==> config.mk <==
export PLATFORM = sky130hd
export DESIGN_NAME = gcd_sweep_ctrl
export DESIGN_NICKNAME = d
export VERILOG_FILES = /design/src/rtl/gcd_sweep_ctrl.sv
export SDC_FILE = /design/constraint.sdc
export NUM_CORES = 1
export LEC_CHECK = 0
export CORE_ASPECT_RATIO = 1.4
export CORE_MARGIN = 1
export CORE_UTILIZATION = 53
export DETAILED_ROUTE_END_ITERATION = 12
export PLACE_DENSITY = 0.8
export SLEW_MARGIN = 20
export SYNTH_ARGS = -nofsm -noshare
export SYNTH_HDL_FRONTEND = slang
export SYNTH_SLANG_ARGS = --single-unit
==> constraint.sdc <==
create_clock -name clk -period 3 [get_ports clk]
set_clock_uncertainty 0.05 [all_clocks]
set_input_delay 0.3 -clock clk [delete_from_list [all_inputs] [get_ports clk]]
set_output_delay 0.3 -clock clk [all_outputs]
set_load 0.01 [all_outputs]
==> src/rtl/gcd_sweep_ctrl.sv <==
// Sweep controller for the GCD engine: walks every ordered operand pair in
// [MIN, MAX] x [MIN, MAX], issues one request per pair, and accumulates statistics.
module gcd_sweep_ctrl #(
  parameter int unsigned W       = 7,
  parameter int unsigned MIN     = 1,
  parameter int unsigned MAX     = 15,
  parameter int unsigned CW      = 16,
  parameter int unsigned TIMEOUT = 255
) (
  input  logic          clk,
  input  logic          rst,
  input  logic          start,
  output logic          gcd_req,
  output logic [W-1:0]  gcd_a,
  output logic [W-1:0]  gcd_b,
  input  logic          gcd_done,
  input  logic [W-1:0]  gcd_result,
  output logic          busy,
  output logic          sweep_done,
  output logic          err,
  output logic [CW-1:0] pair_cnt,
  output logic [CW-1:0] coprime_cnt,
  output logic [W-1:0]  max_gcd
);

  localparam int unsigned WDW = $clog2(TIMEOUT + 1);
  localparam logic [W-1:0]   OP_MIN  = W'(MIN);
  localparam logic [W-1:0]   OP_MAX  = W'(MAX);
  localparam logic [W-1:0]   RES_ONE = W'(1);
  localparam logic [CW-1:0]  CNT_MAX = {CW{1'b1}};
  localparam logic [WDW-1:0] WD_LAST = WDW'(TIMEOUT - 1);

  typedef enum logic [2:0] {
    S_IDLE, S_ISSUE, S_WAIT, S_RECORD, S_DONE, S_ERR
  } state_e;

  state_e         state_q, state_d;
  logic [W-1:0]   a_q, a_d, b_q, b_d;
  logic [W-1:0]   res_q, res_d, max_q, max_d;
  logic [CW-1:0]  pair_q, pair_d, cop_q, cop_d;
  logic [WDW-1:0] wd_q, wd_d;
  logic           req_q, req_d, busy_q, busy_d;
  logic           sdone_q, sdone_d, err_q, err_d;

  // State and output registers
  always_ff @(posedge clk) begin
    if (rst) begin
      state_q <= S_IDLE;
      a_q     <= OP_MIN;
      b_q     <= OP_MIN;
      res_q   <= '0;
      max_q   <= '0;
      pair_q  <= '0;
      cop_q   <= '0;
      wd_q    <= '0;
      req_q   <= 1'b0;
      busy_q  <= 1'b0;
      sdone_q <= 1'b0;
      err_q   <= 1'b0;
    end else begin
      state_q <= state_d;
      a_q     <= a_d;
      b_q     <= b_d;
      res_q   <= res_d;
      max_q   <= max_d;
      pair_q  <= pair_d;
      cop_q   <= cop_d;
      wd_q    <= wd_d;
      req_q   <= req_d;
      busy_q  <= busy_d;
      sdone_q <= sdone_d;
      err_q   <= err_d;
    end
  end

  // Next-state, datapath and registered-output logic
  always_comb begin
    state_d = state_q;
    a_d     = a_q;
    b_d     = b_q;
    res_d   = res_q;
    max_d   = max_q;
    pair_d  = pair_q;
    cop_d   = cop_q;
    wd_d    = wd_q;
    sdone_d = sdone_q;
    err_d   = err_q;

    case (state_q)
      S_IDLE, S_DONE, S_ERR: begin
        if (start) begin
          pair_d  = '0;
          cop_d   = '0;
          max_d   = '0;
          sdone_d = 1'b0;
          err_d   = 1'b0;
          a_d     = OP_MIN;
          b_d     = OP_MIN;
          state_d = S_ISSUE;
        end
      end
      S_ISSUE: begin
        wd_d    = '0;
        state_d = S_WAIT;
      end
      S_WAIT: begin
        // wd_q == 0 marks the first WAIT cycle, where a stale level done is ignored
        if (gcd_done && (wd_q != '0)) begin
          res_d   = gcd_result;
          state_d = S_RECORD;
        end else if (wd_q == WD_LAST) begin
          err_d   = 1'b1;
          state_d = S_ERR;
        end else begin
          wd_d = wd_q + WDW'(1);
        end
      end
      S_RECORD: begin
        if (pair_q != CNT_MAX) pair_d = pair_q + CW'(1);
        if ((res_q == RES_ONE) && (cop_q != CNT_MAX)) cop_d = cop_q + CW'(1);
        if (res_q > max_q) max_d = res_q;
        if ((a_q == OP_MAX) && (b_q == OP_MAX)) begin
          sdone_d = 1'b1;
          state_d = S_DONE;
        end else begin
          if (b_q < OP_MAX) begin
            b_d = b_q + W'(1);
          end else begin
            b_d = OP_MIN;
            a_d = a_q + W'(1);
          end
          state_d = S_ISSUE;
        end
      end
      default: state_d = S_IDLE;
    endcase

    req_d  = (state_d == S_ISSUE);
    busy_d = (state_d == S_ISSUE) || (state_d == S_WAIT) || (state_d == S_RECORD);
  end

  assign gcd_req     = req_q;
  assign gcd_a       = a_q;
  assign gcd_b       = b_q;
  assign busy        = busy_q;
  assign sweep_done  = sdone_q;
  assign err         = err_q;
  assign pair_cnt    = pair_q;
  assign coprime_cnt = cop_q;
  assign max_gcd     = max_q;

endmodule

Word-level counts from Yosys, hierarchy flattened
Cells that the tools add are included.
Storage, ports and cells
  register bits after elaboration: 75
  input port bits: 11
  output and inout port bits: 57
  word-level logic and storage cells: 92
Cells by class
  add/sub/neg operators: 5
  $lt $le $gt $ge: 2
  eq/ne operators: 24
  muxes and demuxes: 29
  reduce and logical (&&, ||, !) cells: 20
Operators by type and width (count)
  $pmux 16 s2: 2
  $mux 7: 7
  $mux 16: 3
  $pmux 7 s2: 3
  $add 16x1->16 const B: 2
  $ne 16x16->1 const B: 2
  $ne 2x2->1 const B: 10
  $reduce_and 3->1: 6
  $mux 8: 2
  $pmux 8 s2: 1
  $add 7x1->7 const B: 2
  $eq 7x4->1 const B: 2
  $eq 3x2->1 const B: 4
  $mux 3: 4
  $pmux 3 s4: 1
  $add 8x1->8 const B: 1
  $eq 8x8->1 const B: 1
  $reduce_and 4->1: 2
  $reduce_bool 8->1: 1
  $eq 7x1->1 const B: 1
  $gt 7x7->1: 1
  $lt 7x4->1 const B: 1
  $eq 3x1->1 const B: 2
  $eq 3x3->1 const B: 2
  8 further kinds: 17

Depth between registers and ports, before layout
  depth after elaboration: 7
  depth in mapped cells: 8
  mapped depth without buffers: 7

Worst setup path before layout
No wires, ideal clock.
  path kind: register to register
  start point: register wd_q[0]
  end point: register wd_q[7]
  library setup time: 0.073 ns
  data arrival time: 2.023 ns
  data required time: 2.877 ns
  path slack: 0.854 ns
  cell stages (with the launch flop): 9
  path buffers: 1
  clock period less this slack: 2.146 ns
  cell sequence: dfxtp_1 -> inv_1 -> ha_1 -> or4b_1 -> o211ai_2 -> buf_6 -> nand3_4 -> or4_1 -> a21oi_1
On the way
  longest elaborated chain between the ends: 4
  elaborated cells on any way between the ends: 10
  those cells by class: 1 x add/sub; 3 x eq/ne; 3 x mux; 3 x reduce/logical
RTL lines
  start, declared: RTL line 41  | logic [WDW-1:0] wd_q, wd_d;
  start signal, assigned: RTL line 68  | wd_q <= wd_d;
  $add 8x1->8 or $reduce_bool 8->1 (tied branches): RTL line 115, 108
  $mux 8 or $logic_and 1x1->1 (tied branches): RTL line 111, 108
  $mux 8 or $ne 2x2->1 (tied branches)
  $pmux 8 s2 or $reduce_and 3->1 (tied branches)
Several ways; a longest one is shown, not always the timed one. The select of a mux whose other input is x is not followed.
A chain may end at the register's enable or synchronous reset.

Worst setup path after layout
  start point: register wd_q[0]
  end point: register wd_q[5]
The elaborated chain is that of the path after synthesis.

==> impl_metrics.toml <==
[status]
status = "complete, no violations"

[hold_path]
hp-class = "reg -> reg"

[setup_path]
arrival_ns = 2.50
r2r_end = "wd_q[5]$_SDFFE_PP0P_"
path_max_fanout = 10
endpoint = "wd_q[5]$_SDFFE_PP0P_"
worstPathRequired_ns = 3.23
r2r_cells = 7
end_kind = "flip-flop"
startpoint = "wd_q[0]$_SDFFE_PP0P_"
critical_path.startpoint_type = "flip-flop"
setup.worst_path.class = "reg -> reg"
reg2reg_from = "wd_q[0]$_SDFFE_PP0P_"
reg2reg_slack_ns = 0.72

[final_layout]
seq_area_mm2 = 0.00150
drive_gt1_share_pct = 5.51
syn_to_final_growth_pct = 24.3
n_antenna_cell = 0
multiInputGateArea_mm2 = 0.00223
design_area_mm2 = 0.00479
nFillCells = 593
nets = 546

[yosys]
synth_top_area_share_pct = 39.0
synth.area.top_cells = "dfxtp_1, nand2_1, mux2i_1"
ys_ff_latch = 75
synthArstFlopShare_pct = 0
synth_fp_nets = 480
netlist.top_cell.by_area = "dfxtp_1"
yosysMostFrequentCell = "dfxtp_1"
synth_common_cells = "dfxtp_1, nand2_1, nor2_1, a21oi_1, o21ai_0"
synthFlopType = "dfxtp_1"
synth-seq-area-share_pct = 39.0
yosysWarnings = 0
yosysUniqueCellTypes = 56
netlist_area_mm2 = 0.00385
netlist_instances = 455
synth_enable_flop_cells = 0
synth_area_per_cell_um2 = 8.47

[sta]
timing.final.crit_share_pct = 75.9
setup-violations-final = 0
report.final.hold_viol_count = 0
worstMarginPinSlew_ns = 0.849
fin_crit_ns = 2.28
slew_viol_final = 0
rsz0062_at_grt = "false"
final.setup.tns_ns = 0
fmax_mhz = 439
relSlewSlack_pct = 42.8

[place]
hpwl_mm = 6.85
place.gp.congestion = 0.865
placed_cell_area_mm2 = 0.00462
io_buffers = 67

[clock_tree]
cts_resized = 0
clock-root-buffer = "clkbuf_8"
cts_hold_buf = 0
path_clk_slew_ns = 0.07
cts_tree = "built"
htreeDepth = 3
cts_buffer_depth = 2
cts-buffers-inserted = 9
clk_latency_ns = 0.35
cts_num_sinks = 75
post-cts-setup-buffers = 0

[pwr]
power_per_cell_area_mw_per_mm2 = 398
post-layout-total-power_w = 0.00190
leakage_nw = 1.70
ir_drop_mv = 0.279

[die]
ios = 68
die_w_um = 74.1
rows = 36
start_util_pct = 55.2
dieArea_mm2 = 0.00762
die_h_um = 103
coreArea_mm2 = 0.00698

[route]
wire_per_inst_um = 14.9
vias = 3627
wirelength_mm = 9.28
first_iter_violations = 226
dr.pass1.iters = 5
routed_via_density = 5.84
ant_nets = 0
drcViolationCount = 0

[global_route]
grt_first_pass_wirelength_mm = 15.5
track_usage_pct = 26.5
grt_pass1_vias = 3340
overflow = 0
antenna_found_initial = 0
grt_max_degree = 26

[job]
drv_cap = 0
through the flow:
stage	worst slack, ns	hold WS, ns	utilization (%)	instances
6_report	0.724	0.431	68.6	621
5_1_grt	0.414	0.457	68.6	621
4_1_cts	0.706	0.436	68.6	621
3_5_place_dp	0.502	0.407	66.1	605
3_3_place_gp	0.610	0.413	66.1	605
2_1_floorplan	0.854	0.394	-	455
cell usage in the layout, fill, tap and decap left out, drive strengths merged, types with 2 or more instances in the layout:
cell type and count:
nor4 3, o211ai 3, inv 11, clkinv 3, a21oi 32, a211oi 3
nand3b 2, and4 8, buf 6, nor3b 2, o21ai 26, and2 5
clkbuf 14, nand4 22, clkdlybuf4s50 67, nand2 52, xor2 9, xnor2 5
nor2b 4, nand2b 4, or2 6, or4 4, a2111o 6, nor3 4
and3 9, ha 14, o21a 7, nor2 39, mux2i 19, or3 11
nand3 21, dfxtp 75, o2111ai 7, and3b 2, o31ai 3, a21o 3
registers in the layout (all words and copies together) (netlist names):
register / cells
coprime_cnt: 16
pair_cnt: 16
wd_q: 8
gcd_a: 7
gcd_b: 7
max_gcd: 7
res_q: 7
state_q: 3
busy: 1
err: 1
gcd_req: 1
sweep_done: 1
cell families after synthesis:
group / Yosys count / synth area share, %
adders and majority gates: 14 / 4.55
muxes: 19 / 4.94
buffers and inverters: 30 / 3.15
DFF: 75 / 39.0
xor gates and xnor gates: 14 / 3.18
and+or+nand+nor: 200 / 27.3
AOI/OAI and AO/OA: 103 / 17.9
metal layers:
layer / track usage, % / wire (um) / vias up
met5: 0 / 0 / -
met3: 5.96 / 438 / 13
li1: - / - / 1808
met1: 30.3 / 3850 / 1712
met2: 47.6 / 4850 / 94
met4: 9.17 / 139 / 0
power breakdown:
part	leakage (nW)	total, W	switching, W	internal [W]
logic	1.01	0.000180	0.000113	0.0000670
registers	0.605	0.00102	0.0000147	0.00101
clock network	0.0905	0.000702	0.000358	0.000344
worst max-delay path: stages (launching register included):
cell      delay (ns)
dfxtp_1         0.35
inv_1           0.12
ha_1            0.14
or4b_1          0.44
o211ai_2        0.30
nand3_4         0.17
or4_1           0.49
a21oi_1         0.15
worst min-delay path by stage:
stage	start	endpoint	slack, ns	depth (start not counted)
CTS	max_gcd[4]$_SDFFE_PP0P_	max_gcd[4]$_SDFFE_PP0P_	0.44	2
global route	max_gcd[6]$_SDFFE_PP0P_	max_gcd[6]$_SDFFE_PP0P_	0.46	2
detailed placement	sweep_done$_SDFFE_PP0P_	sweep_done$_SDFFE_PP0P_	0.41	2
global placement	max_gcd[6]$_SDFFE_PP0P_	max_gcd[6]$_SDFFE_PP0P_	0.41	2
finish	max_gcd[4]$_SDFFE_PP0P_	max_gcd[4]$_SDFFE_PP0P_	0.43	2
floorplan	gcd_result[0]	res_q[0]$_SDFFE_PP0P_	0.39	2
final cells by class:
| type | instances | area share [%] |
|---|---|---|
| clock buffer | 14 | 3.40 |
| sequential | 75 | 31.4 |
| timing repair buffer | 73 | 14.9 |
| inverter | 12 | 0.941 |
| clock inverter | 2 | 0.209 |
| tap | 95 | 2.48 |
| multi-input combinational | 350 | 46.7 |
Power figures use the tool's default switching activity.
